--- src/rtl/conv_frame_sequencer.sv ---
// ---------------------------------------------------------------------------
// conv_frame_sequencer
//
// Frame-level controller that sits in front of a featuremap_conv2d filter.
// It reads a WIDTH x WIDTH, 3-channel fp32 image from a show-ahead upstream
// FIFO. It wraps the image in a one-sample ring of fp32 zeros, and presents
// the resulting (WIDTH+2) x (WIDTH+2) stream through a FIFO-style interface
// (data / empty / rdreq). It also counts the filter's result pulses to
// decide when the frame is complete.
//
// Ports
//   clk        rising-edge clock
//   rst        asynchronous reset, active low
//   start      one-cycle pulse that begins a frame (honoured only in IDLE)
//   in_data    upstream FIFO head {B,G,R}, valid while in_empty is low
//   in_empty   upstream FIFO empty flag
//   in_rdreq   pop request to the upstream FIFO
//   out_data   padded stream sample presented to the filter
//   out_empty  high when no padded sample is available to the filter
//   rdreq      filter read request; a sample is consumed on rdreq & ~out_empty
//   res_valid  filter result strobe, one per output pixel
//   busy       high from an accepted start until the frame completes
//   done       one-cycle pulse when the frame completes
//   frame_err  sticky error flag, cleared by reset or by an accepted start
// ---------------------------------------------------------------------------
module conv_frame_sequencer #(
  parameter int DATA_WIDTH = 32,
  parameter int WIDTH      = 112
) (
  input  logic                    clk,
  input  logic                    rst,
  input  logic                    start,
  input  logic [3*DATA_WIDTH-1:0] in_data,
  input  logic                    in_empty,
  output logic                    in_rdreq,
  output logic [3*DATA_WIDTH-1:0] out_data,
  output logic                    out_empty,
  input  logic                    rdreq,
  input  logic                    res_valid,
  output logic                    busy,
  output logic                    done,
  output logic                    frame_err
);

  // Row and column span 0..WIDTH+1.
  // The result counter spans 0..WIDTH*WIDTH.
  localparam int POS_W = $clog2(WIDTH + 2);
  localparam int RES_W = $clog2(WIDTH * WIDTH + 1);

  localparam logic [POS_W-1:0] POS_LAST = POS_W'(WIDTH + 1);
  localparam logic [RES_W-1:0] RES_MAX  = RES_W'(WIDTH * WIDTH);

  typedef enum logic [1:0] {
    IDLE,
    STREAM,
    WAIT_RES,
    DONE
  } state_t;

  state_t           state;
  logic [POS_W-1:0] row;
  logic [POS_W-1:0] col;
  logic [RES_W-1:0] res_cnt;

  logic is_pad;
  logic streaming;
  logic consume;
  logic last_pos;
  logic res_hit;
  logic res_reach;

  // Stream steering. Border positions emit a zero sample that is always
  // available, so padding never waits on the upstream FIFO. Interior
  // positions pass the FIFO head straight through. The upstream pop is
  // tied to the downstream consume, so the two happen in the same cycle
  // and the pass-through adds no latency.
  always_comb begin
    is_pad    = (row == '0) || (row == POS_LAST) ||
                (col == '0) || (col == POS_LAST);
    streaming = (state == STREAM);
    in_rdreq  = 1'b0;
    out_empty = 1'b1;
    out_data  = '0;
    if (streaming) begin
      if (is_pad) begin
        out_empty = 1'b0;
      end else begin
        out_data  = in_data;
        out_empty = in_empty;
        in_rdreq  = rdreq & ~in_empty;
      end
    end
  end

  assign consume  = streaming & rdreq & ~out_empty;
  assign last_pos = (row == POS_LAST) && (col == POS_LAST);

  // Results stop counting once a full frame's worth has arrived (saturation).
  // res_reach flags the pulse that brings the count to WIDTH*WIDTH.
  assign res_hit   = res_valid && (res_cnt != RES_MAX);
  assign res_reach = res_hit && ((res_cnt + RES_W'(1)) == RES_MAX);

  // Frame sequencer.
  // The scan position advances only on a consume, in row-major order.
  // Filter results are counted while streaming and while waiting, because
  // the filter starts producing pixels before the last padded sample has
  // been read. A full result count during streaming is an error: the
  // filter cannot legitimately finish before it has seen every input.
  // A result pulse with no frame in flight is also an error.
  // busy and done are registered alongside the state.
  always_ff @(posedge clk or negedge rst) begin
    if (!rst) begin
      state     <= IDLE;
      row       <= '0;
      col       <= '0;
      res_cnt   <= '0;
      busy      <= 1'b0;
      done      <= 1'b0;
      frame_err <= 1'b0;
    end else begin
      case (state)
        IDLE: begin
          done <= 1'b0;
          if (start) begin
            state     <= STREAM;
            row       <= '0;
            col       <= '0;
            res_cnt   <= '0;
            frame_err <= 1'b0;
            busy      <= 1'b1;
          end else if (res_valid) begin
            frame_err <= 1'b1;
          end
        end

        STREAM: begin
          if (consume) begin
            if (last_pos) begin
              state <= WAIT_RES;
            end else if (col == POS_LAST) begin
              col <= '0;
              row <= row + POS_W'(1);
            end else begin
              col <= col + POS_W'(1);
            end
          end
          if (res_hit) begin
            res_cnt <= res_cnt + RES_W'(1);
          end
          if (res_reach) begin
            frame_err <= 1'b1;
          end
        end

        WAIT_RES: begin
          if (res_hit) begin
            res_cnt <= res_cnt + RES_W'(1);
          end
          // The count may already have been reached during streaming.
          if ((res_cnt == RES_MAX) || res_reach) begin
            state <= DONE;
            done  <= 1'b1;
            busy  <= 1'b0;
          end
        end

        DONE: begin
          state <= IDLE;
          done  <= 1'b0;
          if (res_valid) begin
            frame_err <= 1'b1;
          end
        end

        default: begin
          state <= IDLE;
          busy  <= 1'b0;
          done  <= 1'b0;
        end
      endcase
    end
  end

endmodule
--- config.mk ---
export PLATFORM = sky130hd
export DESIGN_NAME = conv_frame_sequencer
export DESIGN_NICKNAME = d
export VERILOG_FILES = /design/src/rtl/conv_frame_sequencer.sv
export SDC_FILE = /design/constraint.sdc
export NUM_CORES = 1
export LEC_CHECK = 0
export ABC_AREA = 1
export CORE_MARGIN = 2
export CORE_UTILIZATION = 34
export CTS_BUF_LIST = sky130_fd_sc_hd__clkbuf_2
export DETAILED_ROUTE_END_ITERATION = 8
export PLACE_DENSITY = 0.79
export SYNTH_ARGS = -nofsm -noshare
export SYNTH_HDL_FRONTEND = slang
export SYNTH_SLANG_ARGS = --single-unit
--- constraint.sdc ---
create_clock -name clk -period 1.7 [get_ports clk]
set_input_delay 0.255 -clock clk [delete_from_list [all_inputs] [get_ports clk]]
set_output_delay 0.255 -clock clk [all_outputs]
set_load 0.03 [all_outputs]
Yosys cells after proc, flatten, opt, wreduce, memory -nomap -nowiden
Cells that the tools add are included.
- bits in writable memories: 0
- memories kept: 0
- flip-flop bits (word level): 33
- latch bits: 0
- output and inout port bits: 101
- memory bits (read-only): 0
- reductions and logical operators: 24
- eq/ne operators: 16
- multipliers: 0
- bitwise gates (word level): 5
- order comparisons: 0
- add/sub/neg operators: 3
- divide/modulo/power cells: 0
- shift-type cells: 0
- muxes and demuxes: 32
- operators by type and width (operator ; count):
    96-bit 2-to-1 mux ; 2
    7-bit 2-to-1 mux ; 7
    14-bit equality test (second input constant) ; 2
    14-bit 2-to-1 mux ; 2
    14-bit one-hot mux with 2 select lines ; 1
    7-bit one-hot mux with 2 select lines ; 2
    14-bit by 1-bit adder with 14-bit output (second input constant) ; 1
    7-bit by 1-bit adder with 7-bit output (second input constant) ; 2
    7-bit equality test (second input constant) ; 2
    7-bit zero test ; 2
    14-bit inequality test (second input constant) ; 1
    1-bit 2-to-1 mux ; 10
    2-bit by 1-bit inequality test with 1-bit output (second input constant) ; 5
    2-bit 2-to-1 mux ; 4
    2-bit one-hot mux with 4 select lines ; 1
    4-bit AND reduction ; 2
    2-bit nonzero test ; 4
    2-bit inequality test (second input constant) ; 3
    3-bit AND reduction ; 2
    5-bit AND reduction ; 1
    2-bit equality test (second input constant) ; 2
    1-bit logical OR ; 4
    1-bit one-hot mux with 2 select lines ; 2
    2-bit AND reduction ; 2
    other kinds (8) ; 14

Longest topological paths before layout
- word-level depth: 10
- depth in mapped cells: 16
- depth with buffers taken out: 15

Least setup slack after synthesis
OpenSTA, ideal clock, no wires.
- kind: register -> output
- start: register state[1]
- end: output out_data[55]
- path slack: -0.428 ns
- required time: 1.445 ns
- stages on the path, launching flop included: 8
- data arrival time: 1.873 ns
- cells stage by stage: dfrtp_1 -> inv_1 -> ha_1 -> clkbuf_1 -> nand2_1 -> buf_2 -> buf_2 -> nor2_1
- cells in the longest elaborated chain, start to end: 2
- RTL lines (element ; line ; source):
    start, declared ; 60 ; state_t state;
    start signal, assigned ; 113 ; state <= IDLE;
    start signal, assigned ; 125 ; state <= STREAM;
    start signal, assigned ; 139 ; state <= WAIT_RES;
    2-bit by 1-bit equality test with 1-bit output ; 80 ; streaming = (state == STREAM);
    96-bit 2-to-1 mux ; 84 ; if (streaming) begin
    end, declared ; 36 ; output logic [3*DATA_WIDTH-1:0] out_data,
No other way between the ends.

Worst setup path in the final report
- start: register row[0]
- end: output out_data[53]
- cells in the longest elaborated chain, start to end: 6
- elaborated cells on any way between the ends: 7
- those cells by class: 1 x eq/ne; 2 x mux; 4 x reduce/logical
- RTL lines (element ; line ; source):
    start, declared ; 61 ; logic [POS_W-1:0] row;
    start signal, assigned ; 142 ; row <= row + POS_W'(1);
    7-bit equality test or 7-bit zero test (tied branches) ; 78 ; is_pad = (row == '0) || (row == POS_LAST) ||
    1-bit logical OR * (2 in a row) ; 78 ;
    1-bit logical OR * ; 79 ; (col == '0) || (col == POS_LAST);
    96-bit 2-to-1 mux * ; 85 ; if (is_pad) begin
    96-bit 2-to-1 mux * ; 84 ;
Every way passes the cells marked *; elsewhere a longest branch is shown, timed or not.

==> results by group <==
Pwr
  – Combinational group share of total power: 79.7%
  – Internal power: 3.64 mW
  – Overall Power: 7.22 mW
  – PwrDens: 1020 nW/µm²
  – Sw Pwr: 3.58 mW
  – Net Sw Frac: 49.6%
  – Clock power share: 5.4%
  – Seq pwr share: 14.9%
  – Static leakage: 3.51 nW
  – Worst IR Drop VDD: 1.56 mV

Cells and area
  – Antenna cells: 0
  – Commonest non-fill, non-tap cell in the layout: inv_1
  – Ratio of cells with drive above 1 in the final layout: 48.3%
  – Fill cell count: 512
  – Most frequent cells in the layout: inv_1, buf_4, clkdlybuf4s50_1, buf_6, nor2_4
  – Final #Nets: 917
  – Area Overhead vs Synth: 127%

Synthesis
  – Post-Syn Nets: 633
  – Cell Area, Synth: 3130 µm²
  – Mux cell area share after synthesis: 0%
  – XOR/XNOR Fraction of Synth Area: 2.24%
  – Post-synth EDFFs: 0
  – Syn Inst Count: 518
  – Post-synth cell types: 34
  – Async SR Flop Fraction: 100%
  – Seq cells post-synth: 33
  – Yosys top cell by area: dfrtp_1
  – Post-synthesis simple-gate area fraction: 39.4%
  – Share of the synthesized area in the top cell type: 26.4%
  – Largest family of logic cells by synthesized area: simple AND/OR/NAND/NOR gates
  – Mapped Avg Cell Area: 6.04 µm²
  – Synth top area cells: dfrtp_1, inv_1, nor2_1
  – Primary FF master, synth: dfrtp_1
  – Compound-gate portion of the synthesized area: 6.84%
  – Synth warn: 0
  – Seq/Total Area, Yosys: 26.4%
  – Adder-Cell Fraction of Synth Area: 5.20%

Clock network
  – Worst-path clk slew: 0.23 ns
  – H-tree depth: 2
  – Cts bufs inserted: 5
  – CTS root buffer: clkbuf_2
  – Hold Buf Count CTS: 0
  – Maximum clock insertion buffer count: 2
  – Clk_lat worst skew: 0.43 ns
  – CTS Sinks: 33
  – CTS tree: yes

Floorplanning
  – Core Area: 8810 µm²
  – Die H: 99.9 µm
  – Die area: 9980 µm²
  – Io pins: 203
  – Initial Util: 35.5%
  – Row count: 34
  – Die width: 99.9 µm

Worst setup path
  – CP max-delay cell: dfrtp_1
  – CP top delay family: simple AND/OR/NAND/NOR gates
  – Setup CP Type: reg -> out
  – Max stage delay on crit path: 0.43 ns
  – Buf/Inv on CP: 3
  – CP required: 1.44 ns
  – Launch point of the worst reg-to-reg path: col[3]
  – Startpoint Class: register
  – Worst-path maximum fanout: 23
  – CP startpoint: row[0]
  – CP cell instances: inv_2 > ha_2 > nand4_1 > nand2_2 > nor2_4 > nand2_4 > buf_12 > nor2_1 > buf_4
  – Worst endpoint data arrival time: 2.09 ns
  – Worst setup EP type: primary output

STA
  – Worst slew margin: 71.1%
  – Final max-slew violation count: 0
  – Final hold slack: 0.201 ns
  – Fmax: 427 MHz
  – Hold Fails Final Rpt: 0
  – RSZ-0062 raised after global routing: yes
  – Setup WS post-layout: -0.644 ns
  – Final clock skew: 0.0488 ns
  – Crit path time final: 2.34 ns
  – Slew @ Worst Pin: 0.433 ns
  – Fin crit share: 138%
  – Final Setup Violations: 131

Drt
  – Drt via density: 5.04
  – Total number of vias: 4579
  – DRC: 0
  – Antenna Nets Post-Route: 0
  – Routed wire per std cell: 18.5 µm
  – Total Routed Length: 16800 µm
  – DR iter-0 viols: 255
  – Router iterations before antenna repair: 5

Global routing
  – First-pass GRT wire length: 21300 µm
  – GRT overflow: 0
  – Number of global-route vias before repair: 4232
  – Initial antenna violation count: 0
  – Largest net degree at the start of global routing: 34
  – Tot GR Track Use: 27.2%

Status
  – Failing checks: setup timing
  – Status: finished with violations

Placed design
  – # port buffers: 202
  – Routability congestion estimate: 0.914
  – Post-DP HPWL: 11200 µm

Flow run
  – Max Cap Viol: 0

Min path
  – Type of the most critical hold path: in -> async
## path summary, 6_finish.rpt
path	end	slack [ns]	cells after the start
worst max-delay path	out_data[53]	-0.64	9
worst min-delay path	res_cnt[6]	0.20	2
worst max register to register	col[3]	-0.49	14
worst min register to register	done	0.53	2
max in group asynchronous	res_cnt[1]	1.12	2
min in group clk	done	0.53	2
## cell type report
type | count | area, µm² | area share, %
Multi-Input combinational cell | 327 | 2520 | 35.5
Clock buffer | 5 | 25.0 | 0.352
Tap cell | 108 | 135 | 1.90
Timing Repair Buffer | 291 | 3040 | 42.7
Sequential cell | 33 | 833 | 11.7
Clock inverter | 1 | 5.00 | 0.0704
Inverter | 144 | 551 | 7.75
## what timing repair did
item,CTS,global route
pin swaps,13,22
setup buffers,12,8
setup endpoints to repair,133,131
gates resized for setup,60,180
cloned,1,2
## cell usage after synthesis, types with 7 or more instances
| cell | count |
|---|---|
| inv_1 | 138 |
| nor2_1 | 131 |
| nand2_1 | 72 |
| dfrtp_1 | 33 |
| nand3_1 | 23 |
| nand4_1 | 14 |
| ha_1 | 13 |
| o21ai_0 | 10 |
| o22ai_1 | 8 |
| o21ai_1 | 7 |
| xor2_1 | 7 |
## power by group through the flow
stage | clock network, mW | logic, mW | registers (mW)
4_1_cts | 0.368 | 4.35 | 1.07
3_3_place_gp | 0 | 3.82 | 1.04
5_1_grt | 0.421 | 6.03 | 1.09
3_5_place_dp | 0 | 3.92 | 1.05
6_report | 0.388 | 5.76 | 1.08
2_1_floorplan | 0 | 2.01 | 1.05
## per-stage QoR
step,setup slack [ns],setup TNS [ns],utilization (%),std cells,cell area [µm²]
after floorplan,-0.150,-12.54,-,518,3350
after global placement,-0.186,-10.11,68.1,881,6000
after detailed placement,-0.229,-14.74,68.1,881,6000
after CTS,-0.548,-54.55,72.1,900,6350
after global routing,-0.799,-81.41,80.7,909,7110
final,-0.644,-64.84,80.7,909,7110
## state kept, by name, indices dropped and copies added (netlist names)
register   cells
res_cnt       14
busy           1
done           1
frame_err      1
row            7
state          2
col            7
## cell families (layout without fill, tap and decap cells)
group | Yosys count | after routing
and+or+nand+nor | 270 | 271
xor gates and xnor gates | 8 | 8
adders and majority gates | 13 | 13
DFF | 33 | 33
AOI/OAI and AO/OA | 35 | 35
buffers and inverters | 159 | 441
## per-layer routing
metal,routed length (µm),vias to the layer above,global-route usage [%]
met1,5730,2158,30.4
met5,0,-,0
met2,9060,265,50.7
met3,1350,58,6.13
li1,-,2098,-
met4,634,0,9.17
Power figures use the tool's default switching activity.
